File: src/rtl/timer_ctrl_16_pkg.sv
// Shared types and defaults for the 16-bit interval timer controller.
package timer_ctrl_16_pkg;

  localparam int DEF_WIDTH      = 16;
  localparam int DEF_PRESCALE_W = 8;

  typedef enum logic [1:0] {
    IDLE = 2'd0,
    RUN  = 2'd1,
    HOLD = 2'd2
  } state_e;

endpackage

File: src/rtl/timer_ctrl_16_if.sv
// Control/status bundle between firmware-facing logic and the timer.
interface timer_ctrl_16_if
  import timer_ctrl_16_pkg::*;
#(
  parameter int WIDTH      = DEF_WIDTH,
  parameter int PRESCALE_W = DEF_PRESCALE_W
);
  logic                  start;
  logic                  stop;
  logic                  hold;
  logic                  periodic;
  logic [WIDTH-1:0]      period;
  logic [PRESCALE_W-1:0] prescale;
  logic [WIDTH-1:0]      count;
  logic                  busy;
  logic                  tick;
  logic                  err;

  modport master (
    output start, stop, hold, periodic, period, prescale,
    input  count, busy, tick, err
  );

  modport slave (
    input  start, stop, hold, periodic, period, prescale,
    output count, busy, tick, err
  );
endinterface

File: src/rtl/timer_ctrl_16_counter.sv
// Enable-gated up-counter with a synchronous clear that wins over enable.
module counter_up_sync_clr #(
  parameter int WIDTH = 16
) (
  input  logic             clk,
  input  logic             n_reset,
  input  logic             enable,
  input  logic             clear,
  output logic [WIDTH-1:0] Q
);

  logic [WIDTH-1:0] q_q, q_d;

  always_comb begin
    q_d = q_q;
    if (clear)       q_d = '0;
    else if (enable) q_d = q_q + WIDTH'(1);
  end

  always_ff @(posedge clk or negedge n_reset) begin
    if (!n_reset) q_q <= '0;
    else          q_q <= q_d;
  end

  assign Q = q_q;

endmodule

File: src/rtl/timer_ctrl_16.sv
// Interval timer: IDLE/RUN/HOLD sequencer, inline prescaler and terminal-count tick.
module timer_ctrl_16
  import timer_ctrl_16_pkg::*;
#(
  parameter int WIDTH      = DEF_WIDTH,
  parameter int PRESCALE_W = DEF_PRESCALE_W
) (
  input  logic              clk,
  input  logic              n_reset,
  timer_ctrl_16_if.slave    bus
);

  state_e                state_q, state_d;
  logic [PRESCALE_W-1:0] presc_q, presc_d;
  logic [PRESCALE_W-1:0] psc_q, psc_d;
  logic [WIDTH-1:0]      per_q, per_d;
  logic                  mode_q, mode_d;
  logic                  busy_q, busy_d;
  logic                  tick_q, tick_d;
  logic                  err_q, err_d;

  logic                  cnt_en, cnt_clr;
  logic [WIDTH-1:0]      cnt;
  logic                  strobe;
  logic [WIDTH-1:0]      last_cnt;

  assign strobe   = (presc_q == psc_q);
  assign last_cnt = per_q - WIDTH'(1);

  always_comb begin
    state_d = state_q;
    presc_d = presc_q;
    psc_d   = psc_q;
    per_d   = per_q;
    mode_d  = mode_q;
    tick_d  = 1'b0;
    err_d   = 1'b0;
    cnt_en  = 1'b0;
    cnt_clr = 1'b0;
    unique case (state_q)
      IDLE: begin
        if (bus.start) begin
          if (bus.period != '0) begin
            per_d   = bus.period;
            psc_d   = bus.prescale;
            mode_d  = bus.periodic;
            presc_d = '0;
            cnt_clr = 1'b1;
            state_d = RUN;
          end else begin
            err_d = 1'b1;
          end
        end
      end
      RUN: begin
        // stop beats a coincident terminal strobe, so no tick escapes an abort
        if (bus.stop) begin
          cnt_clr = 1'b1;
          state_d = IDLE;
        end else if (bus.hold) begin
          state_d = HOLD;
        end else if (strobe) begin
          presc_d = '0;
          cnt_en  = 1'b1;
          if (cnt == last_cnt) begin
            cnt_clr = 1'b1;
            tick_d  = 1'b1;
            if (!mode_q) state_d = IDLE;
          end
        end else begin
          presc_d = presc_q + PRESCALE_W'(1);
        end
      end
      HOLD: begin
        if (bus.stop) begin
          cnt_clr = 1'b1;
          state_d = IDLE;
        end else if (!bus.hold) begin
          state_d = RUN;
        end
      end
      default: state_d = IDLE;
    endcase
    busy_d = (state_d != IDLE);
  end

  always_ff @(posedge clk or negedge n_reset) begin
    if (!n_reset) begin
      state_q <= IDLE;
      presc_q <= '0;
      psc_q   <= '0;
      per_q   <= '0;
      mode_q  <= 1'b0;
      busy_q  <= 1'b0;
      tick_q  <= 1'b0;
      err_q   <= 1'b0;
    end else begin
      state_q <= state_d;
      presc_q <= presc_d;
      psc_q   <= psc_d;
      per_q   <= per_d;
      mode_q  <= mode_d;
      busy_q  <= busy_d;
      tick_q  <= tick_d;
      err_q   <= err_d;
    end
  end

  counter_up_sync_clr #(.WIDTH(WIDTH)) u_cnt (
    .clk     (clk),
    .n_reset (n_reset),
    .enable  (cnt_en),
    .clear   (cnt_clr),
    .Q       (cnt)
  );

  assign bus.count = cnt;
  assign bus.busy  = busy_q;
  assign bus.tick  = tick_q;
  assign bus.err   = err_q;

endmodule

File: src/flat_wrapper.sv
// flat-port wrapper written by rule: the top's interface ports become plain ports
module timer_ctrl_16_flat import timer_ctrl_16_pkg::*;
#(
  parameter int WIDTH      = DEF_WIDTH,
  parameter int PRESCALE_W = DEF_PRESCALE_W
)
  (clk, n_reset, bus_start, bus_stop, bus_hold, bus_periodic, bus_period, bus_prescale, bus_count, bus_busy, bus_tick, bus_err);
  timer_ctrl_16_if #(.WIDTH(WIDTH), .PRESCALE_W(PRESCALE_W)) bus_i ();
  input  logic clk;
  input  logic n_reset;
  input wire logic [$bits(bus_i.start)-1:0] bus_start;
  input wire logic [$bits(bus_i.stop)-1:0] bus_stop;
  input wire logic [$bits(bus_i.hold)-1:0] bus_hold;
  input wire logic [$bits(bus_i.periodic)-1:0] bus_periodic;
  input wire logic [$bits(bus_i.period)-1:0] bus_period;
  input wire logic [$bits(bus_i.prescale)-1:0] bus_prescale;
  output wire logic [$bits(bus_i.count)-1:0] bus_count;
  output wire logic [$bits(bus_i.busy)-1:0] bus_busy;
  output wire logic [$bits(bus_i.tick)-1:0] bus_tick;
  output wire logic [$bits(bus_i.err)-1:0] bus_err;
  assign bus_i.start = bus_start;
  assign bus_i.stop = bus_stop;
  assign bus_i.hold = bus_hold;
  assign bus_i.periodic = bus_periodic;
  assign bus_i.period = bus_period;
  assign bus_i.prescale = bus_prescale;
  assign bus_count = bus_i.count;
  assign bus_busy = bus_i.busy;
  assign bus_tick = bus_i.tick;
  assign bus_err = bus_i.err;
  timer_ctrl_16 #(.WIDTH(WIDTH), .PRESCALE_W(PRESCALE_W)) u_core (.clk(clk), .n_reset(n_reset), .bus(bus_i));
endmodule
File: config.mk
export PLATFORM = sky130hd
export DESIGN_NAME = timer_ctrl_16_flat
export DESIGN_NICKNAME = d
export VERILOG_FILES = /design/src/rtl/timer_ctrl_16_pkg.sv /design/src/rtl/timer_ctrl_16_if.sv /design/src/rtl/timer_ctrl_16_counter.sv /design/src/rtl/timer_ctrl_16.sv /design/src/flat_wrapper.sv
export SDC_FILE = /design/constraint.sdc
export NUM_CORES = 1
export LEC_CHECK = 0
export CAP_MARGIN = 20
export CORE_ASPECT_RATIO = 1.2
export CORE_UTILIZATION = 58
export CTS_CLUSTER_SIZE = 16
export DETAILED_ROUTE_END_ITERATION = 10
export PLACE_DENSITY = 0.85
export SYNTH_ARGS = -nofsm -noshare
export SYNTH_HDL_FRONTEND = slang
export SYNTH_SLANG_ARGS = --single-unit
File: constraint.sdc
create_clock -name clk -period 6.4 [get_ports clk]
set_input_delay 1.6 -clock clk [delete_from_list [all_inputs] [get_ports clk]]
set_output_delay 1.6 -clock clk [all_outputs]
set_load 0.01 [all_outputs]
==> flow_metrics.py, run 1 <==
metrics = {
    "outcome": {
        "outcome": "finished clean",
    },
    "worst_setup_path": {
        "r2r_cells": 9,
        "cp.depth": 6,
        "critPathCaptureType": "flop",
        "critical_path_buf_inv_count": 2,
        "crit_path_start_kind": "input pin",
        "cp_slowest_cell": "nand3_1",
        "crit_chain": "clkdlybuf4s50_1, nor4_1, nand4_1, nand3_1, buf_4, mux2_2",
        "slowest_delay_ns": 0.51,
        "worst-setup-path-type": "in -> reg",
        "cp.arrival_ns": 3.93,
        "critPathTopFamily": "simple AND/OR/NAND/NOR gates",
        "crit_required_ns": 6.60,
        "path_max_fanout": 18,
    },
    "floorplan": {
        "rows": 28,
        "io_pins": 49,
        "die_w_um": 68.9,
        "initial_core_util": 0.617,
        "core_area_um2": 5040,
        "die_h_um": 82.2,
        "fp.dieArea_um2": 5660,
    },
    "global_routing": {
        "grt_max_degree": 55,
        "grt_pass1_wl_um": 11200,
        "grt_pass1_vias": 2407,
        "grt_overflow": 0,
        "grt_antenna_before_repair": 0,
        "grtUsageTotal": 0.272,
    },
    "hold_path": {
        "hold_path.class": "reg -> reg",
        "min_path_cells": 1,
    },
    "placement": {
        "dp_hpwl_um": 5130,
        "gp_congestion": 0.840,
        "io_buffer_count": 48,
    },
    "routing": {
        "route.met3.wl_um": 195,
        "drc_errors": 0,
        "drt_first_pass_iters": 4,
        "wl_met1_um": 2820,
        "wirelength_um": 6880,
        "wire_per_inst_um": 16.8,
        "final_antenna_net_count": 0,
        "wl_met2_um": 3670,
        "routed-via-count": 2480,
        "avgViaCountPerCell": 6.06,
        "drt_iter0_drc": 115,
        "highest_layer": "met4",
    },
    "sta": {
        "rsz0062_at_grt": "false",
        "maxSlewViolCount": 0,
        "finalSetupTns_ns": 0,
        "period_needed_ns": 3.72,
        "min_period_over_period": 0.582,
        "fin_skew_ns": 0.00987,
        "hold_violations": 0,
        "relSlewSlack": 0.386,
        "worstMarginPinSlew_ns": 0.919,
        "setup_viol": 0,
        "fmax_mhz": 269,
    },
    "clock_tree": {
        "cts_resized": 0,
        "cts_hold_buf": 0,
        "cts.sinks": 54,
        "cts_setup_buffers": 0,
        "cts_tree": "built",
        "ctsLongestPathBuffers": 2,
        "htree_levels": 2,
        "cts-root-buf": "clkbuf_8",
        "numCtsBuffers": 5,
        "clock_latency_ns": 0.32,
        "clk_pin_slew_ns": 0.09,
    },
    "pwr": {
        "leakage_nw": 1.50,
        "p_per_area_nw_per_um2": 286,
        "ir_worst_vdd_uv": 190,
    },
    "logic_synthesis": {
        "synth_area_per_cell_um2": 10.4,
        "synth_edf_count": 0,
        "netlist_instances": 300,
        "synth-warning-count": 0,
        "async_flop_share": 1.00,
        "syn_nets": 333,
        "yosysSeqAreaShare": 0.434,
        "synth_seq_cells": 54,
        "ys_types": 48,
        "syn_area_um2": 3110,
        "synthFlopType": "dfrtp_1",
    },
    "layout": {
        "fin_util": 0.743,
        "finalNetCount": 381,
        "drive_above_1_share": 0.169,
        "syn_to_final_growth_pct": 20.5,
        "antennaDiodeCount": 0,
        "nFillCells": 357,
    },
    "flow_run": {
        "cap_violations": 0,
    },
}
cells by family (layout without fill, tap and decap cells):
kind of cell	count (synthesis)	after routing	synth area share
buffers and inverters	15	64	0.0205
DFF	54	54	0.434
xor gates and xnor gates	43	43	0.121
muxes	25	25	0.0905
adders and majority gates	3	3	0.0121
AOI/OAI and AO/OA	39	39	0.105
and+or+nand+nor	121	121	0.217
path summary, 6_finish.rpt:
path,start,endpoint,slack [ns]
max,bus_period[1],u_core.per_q[1],2.68
min,u_core.presc_q[7],u_core.presc_q[7],0.52
max reg2reg,u_core.per_q[0],u_core.u_cnt.Q[15],3.15
min reg2reg,u_core.presc_q[7],u_core.presc_q[7],0.52
max in group asynchronous,n_reset,u_core.per_q[1],4.54
min in group asynchronous,n_reset,u_core.u_cnt.Q[10],1.40
Yosys cell counts, drive strengths merged (2+ instances only):
cell	count	area (um^2)
clkbuf	9	33.8
a221oi	2	23.8
inv	5	18.8
nor3	4	20.0
nand3	13	65.1
o21ai	14	70.1
o31ai	5	37.5
nand2	22	82.6
a41oi	2	17.5
a21oi	4	23.8
nand2b	8	50.1
mux2	25	282
o311ai	2	35.0
and4	4	35.0
nand4	8	50.1
nor2b	3	18.8
and2	2	12.5
ha	3	37.5
nor4	10	75.1
xnor2	20	175
dfrtp	54	1350
nor2	34	153
or3b	2	17.5
and3	4	25.0
xor2	23	201
o211ai	2	28.8
area by class of cell:
cell class | count | area, um^2 | area share
multi-input cells | 231 | 1700 | 0.453
well taps | 60 | 75.1 | 0.0200
flip-flops and latches | 54 | 1350 | 0.360
clock inverters | 3 | 40.0 | 0.0107
inverters | 5 | 18.8 | 0.00501
clock buffers | 5 | 68.8 | 0.0184
repair buffers | 51 | 498 | 0.133
layer usage:
metal | up-vias | global-route usage
met1 | 1243 | 0.313
met5 | - | 0
li1 | 1169 | -
met2 | 48 | 0.488
met3 | 20 | 0.0440
met4 | 0 | 0.114
cells in the final DEF, fill, tap and decap left out, drive strengths merged, types with 2 or more instances in the layout:
cell type and n:
clkinv 2, a221oi 2, nand3 13, o311ai 2, o31ai 5, xor2 23
inv 5, nand2 22, xnor2 20, and2 2, clkbuf 5, or3b 2
clkdlybuf4s50 47, buf 4, a21oi 4, and3 4, nand2b 8, nor2b 3
nand4 8, dfrtp 54, ha 3, a41oi 2, nor2 34, o21ai 14
o211ai 2, mux2 25, nor4 10, and4 4, nor3 4
sequential cells by signal (all words and copies together), names as in the netlist:
| register | flops |
|---|---|
| u_core.mode_q | 1 |
| u_core.bus.err | 1 |
| u_core.per_q | 16 |
| u_core.u_cnt.Q | 16 |
| u_core.bus.busy | 1 |
| u_core.bus.tick | 1 |
| u_core.psc_q | 8 |
| u_core.state_q | 2 |
| u_core.presc_q | 8 |
metrics by stage:
step	hold slack [ns]	power (mW)	instance area, um^2	worst slack, ns	cells
after floorplan	0.465	0.748	3110	3.12	300
after global placement	0.488	0.825	3640	2.42	401
after detailed placement	0.499	0.845	3640	2.36	401
after CTS	0.519	1.07	3750	2.68	409
after global routing	0.527	1.13	3750	2.53	409
final	0.516	1.07	3750	2.68	409
worst register-to-register path: stages, from the launching register on:
cell	delay, ns
dfrtp_1	0.47
inv_1	0.09
ha_1	0.35
nor3b_1	0.36
nand3b_1	0.12
a2bb2oi_1	0.17
a2111oi_4	0.45
o211ai_4	0.19
o311ai_4	0.78
nor2_1	0.13
power by group:
| group | switching (mW) | internal, mW | total [mW] | leakage [nW] |
|---|---|---|---|---|
| logic | 0.167 | 0.174 | 0.341 | 0.749 |
| registers | 0.0910 | 0.410 | 0.501 | 0.692 |
| clock network | 0.115 | 0.115 | 0.230 | 0.0579 |
| total | 0.373 | 0.699 | 1.07 | 1.50 |
(Power assumes the default switching activity.)
==> inputs of run 2 (changes only) <==
Settings changed: CORE_UTILIZATION 58 to 54, PLACE_DENSITY 0.85 to 0.8.
Clock period 6.4 ns to 3.72 ns, I/O delays scaled along.
==> flow_metrics.py, run 2 (synthesis gave the netlist of run 1 again) <==
metrics = {
    "outcome": {
        "outcome": "complete, but fails checks",
        "violations": "design-rule violations",
    },
    "clock_tree": {
        "htree_levels": 2,
        "cts_hold_buf": 0,
        "ctsLongestPathBuffers": 2,
        "clock_latency_ns": 0.31,
        "cts_resized": 0,
        "cts_setup_buffers": 0,
        "cts_tree": "built",
        "cts.sinks": 54,
        "numCtsBuffers": 5,
        "cts-root-buf": "clkbuf_8",
        "clk_pin_slew_ns": 0.10,
    },
    "sta": {
        "hold_violations": 0,
        "rsz0062_at_grt": "false",
        "period_needed_ns": 3.13,
        "worstMarginPinSlew_ns": 0.899,
        "relSlewSlack": 0.401,
        "finalSetupTns_ns": 0,
        "setup_viol": 0,
        "setup_slack_ns": 0.592,
        "fin_skew_ns": 0.00552,
        "maxSlewViolCount": 0,
        "fmax_mhz": 320,
        "min_period_over_period": 0.841,
    },
    "pwr": {
        "ir_worst_vdd_uv": 343,
        "p_per_area_nw_per_um2": 506,
        "leakage_nw": 1.51,
        "finalPower_mw": 1.92,
    },
    "worst_setup_path": {
        "regToRegStartpoint": "u_core.per_q[0]",
        "critPathCaptureType": "flop",
        "worst-setup-path-type": "reg -> reg",
        "cp.arrival_ns": 3.30,
        "crit_required_ns": 3.89,
        "crit_start": "u_core.per_q[0]",
        "path_max_fanout": 15,
        "crit_path_start_kind": "flop",
    },
    "layout": {
        "syn_to_final_growth_pct": 21.7,
        "seqCellArea_um2": 1350,
        "layout_commonest_cell": "dfrtp_1",
        "multi_input_area_um2": 1700,
        "fin_area_um2": 3790,
        "finalNetCount": 382,
        "drive_above_1_share": 0.171,
        "final_cells": 412,
        "antennaDiodeCount": 0,
        "final_cell_mix": "54 x dfrtp_1, 47 x clkdlybuf4s50_1, 25 x mux2_2",
        "nFillCells": 426,
    },
    "placement": {
        "gp_congestion": 0.888,
        "dp_cells": 404,
        "dpl_cell_area_um2": 3650,
        "dp_hpwl_um": 5080,
        "io_buffer_count": 48,
        "dpl_worst_slack_ns": 0.426,
    },
    "floorplan": {
        "die_h_um": 85.2,
        "io_pins": 49,
        "die_w_um": 71.3,
        "fp.dieArea_um2": 6070,
        "rows": 29,
        "initial_core_util": 0.576,
        "core_area_um2": 5410,
    },
    "flow_run": {
        "cap_violations": 0,
    },
    "global_routing": {
        "grt_max_degree": 42,
        "grt_pass1_wl_um": 11800,
        "grtUsageTotal": 0.253,
        "grt_pass1_vias": 2454,
        "grt_overflow": 0,
        "grt_antenna_before_repair": 0,
    },
    "routing": {
        "drt_iter0_drc": 111,
        "wire_per_inst_um": 16.4,
        "drc_errors": 3,
        "final_antenna_net_count": 0,
        "drt_first_pass_iters": 7,
        "routed-via-count": 2445,
        "wirelength_um": 6740,
        "avgViaCountPerCell": 5.93,
    },
    "hold_path": {
        "min-delay-start": "u_core.mode_q",
        "hold_path.class": "reg -> reg",
    },
}
-- run 2: power by group --
group | switching (mW) | internal [mW] | total [mW] | leakage (nW)
Clock | 0.202 | 0.270 | 0.471 | 0.0683
Combinational | 0.286 | 0.302 | 0.587 | 0.753
Sequential | 0.154 | 0.705 | 0.859 | 0.692
-- run 2: per-layer routing --
layer	vias up	wire [um]	global-route usage
met2	53	3540	0.439
met1	1206	2800	0.311
met3	15	220	0.0439
met4	0	184	0.0982
met5	-	0	0
li1	1171	-	-
-- run 2: layout make-up --
class | instances | area share
Multi-Input combinational cell | 231 | 0.448
Sequential cell | 54 | 0.357
Timing Repair Buffer | 52 | 0.133
Tap cell | 62 | 0.0205
Clock buffer | 5 | 0.0182
Clock inverter | 3 | 0.0182
Inverter | 5 | 0.00496
-- run 2: worst paths after layout --
path                            cells past startpoint  slack, ns           endpoint
worst max-delay path                                9       0.59  u_core.u_cnt.Q[2]
worst min-delay path                                1       0.52      u_core.mode_q
worst max register to register                      9       0.59  u_core.u_cnt.Q[2]
worst min register to register                      1       0.52      u_core.mode_q
max in group asynchronous                           2       2.26  u_core.u_cnt.Q[4]
min in group asynchronous                           1       0.73      u_core.mode_q
-- run 2: through the flow --
| stage | hold slack (ns) | util |
|---|---|---|
| 6_report | 0.525 | 0.701 |
| 5_1_grt | 0.554 | 0.701 |
| 4_1_cts | 0.520 | 0.701 |
| 3_5_place_dp | 0.497 | 0.675 |
| 3_3_place_gp | 0.491 | 0.675 |
| 2_1_floorplan | 0.465 | - |
-- run 2: worst max-delay path, cell delays in order, from the launching register on --
cell and delay [ns]:
dfrtp_1 0.46, inv_1 0.09, ha_1 0.34, nor3b_1 0.34, nand3b_1 0.11, a2bb2oi_1 0.17, a2111oi_4 0.44, o211ai_4 0.19
o311ai_4 0.74, nor2_1 0.11
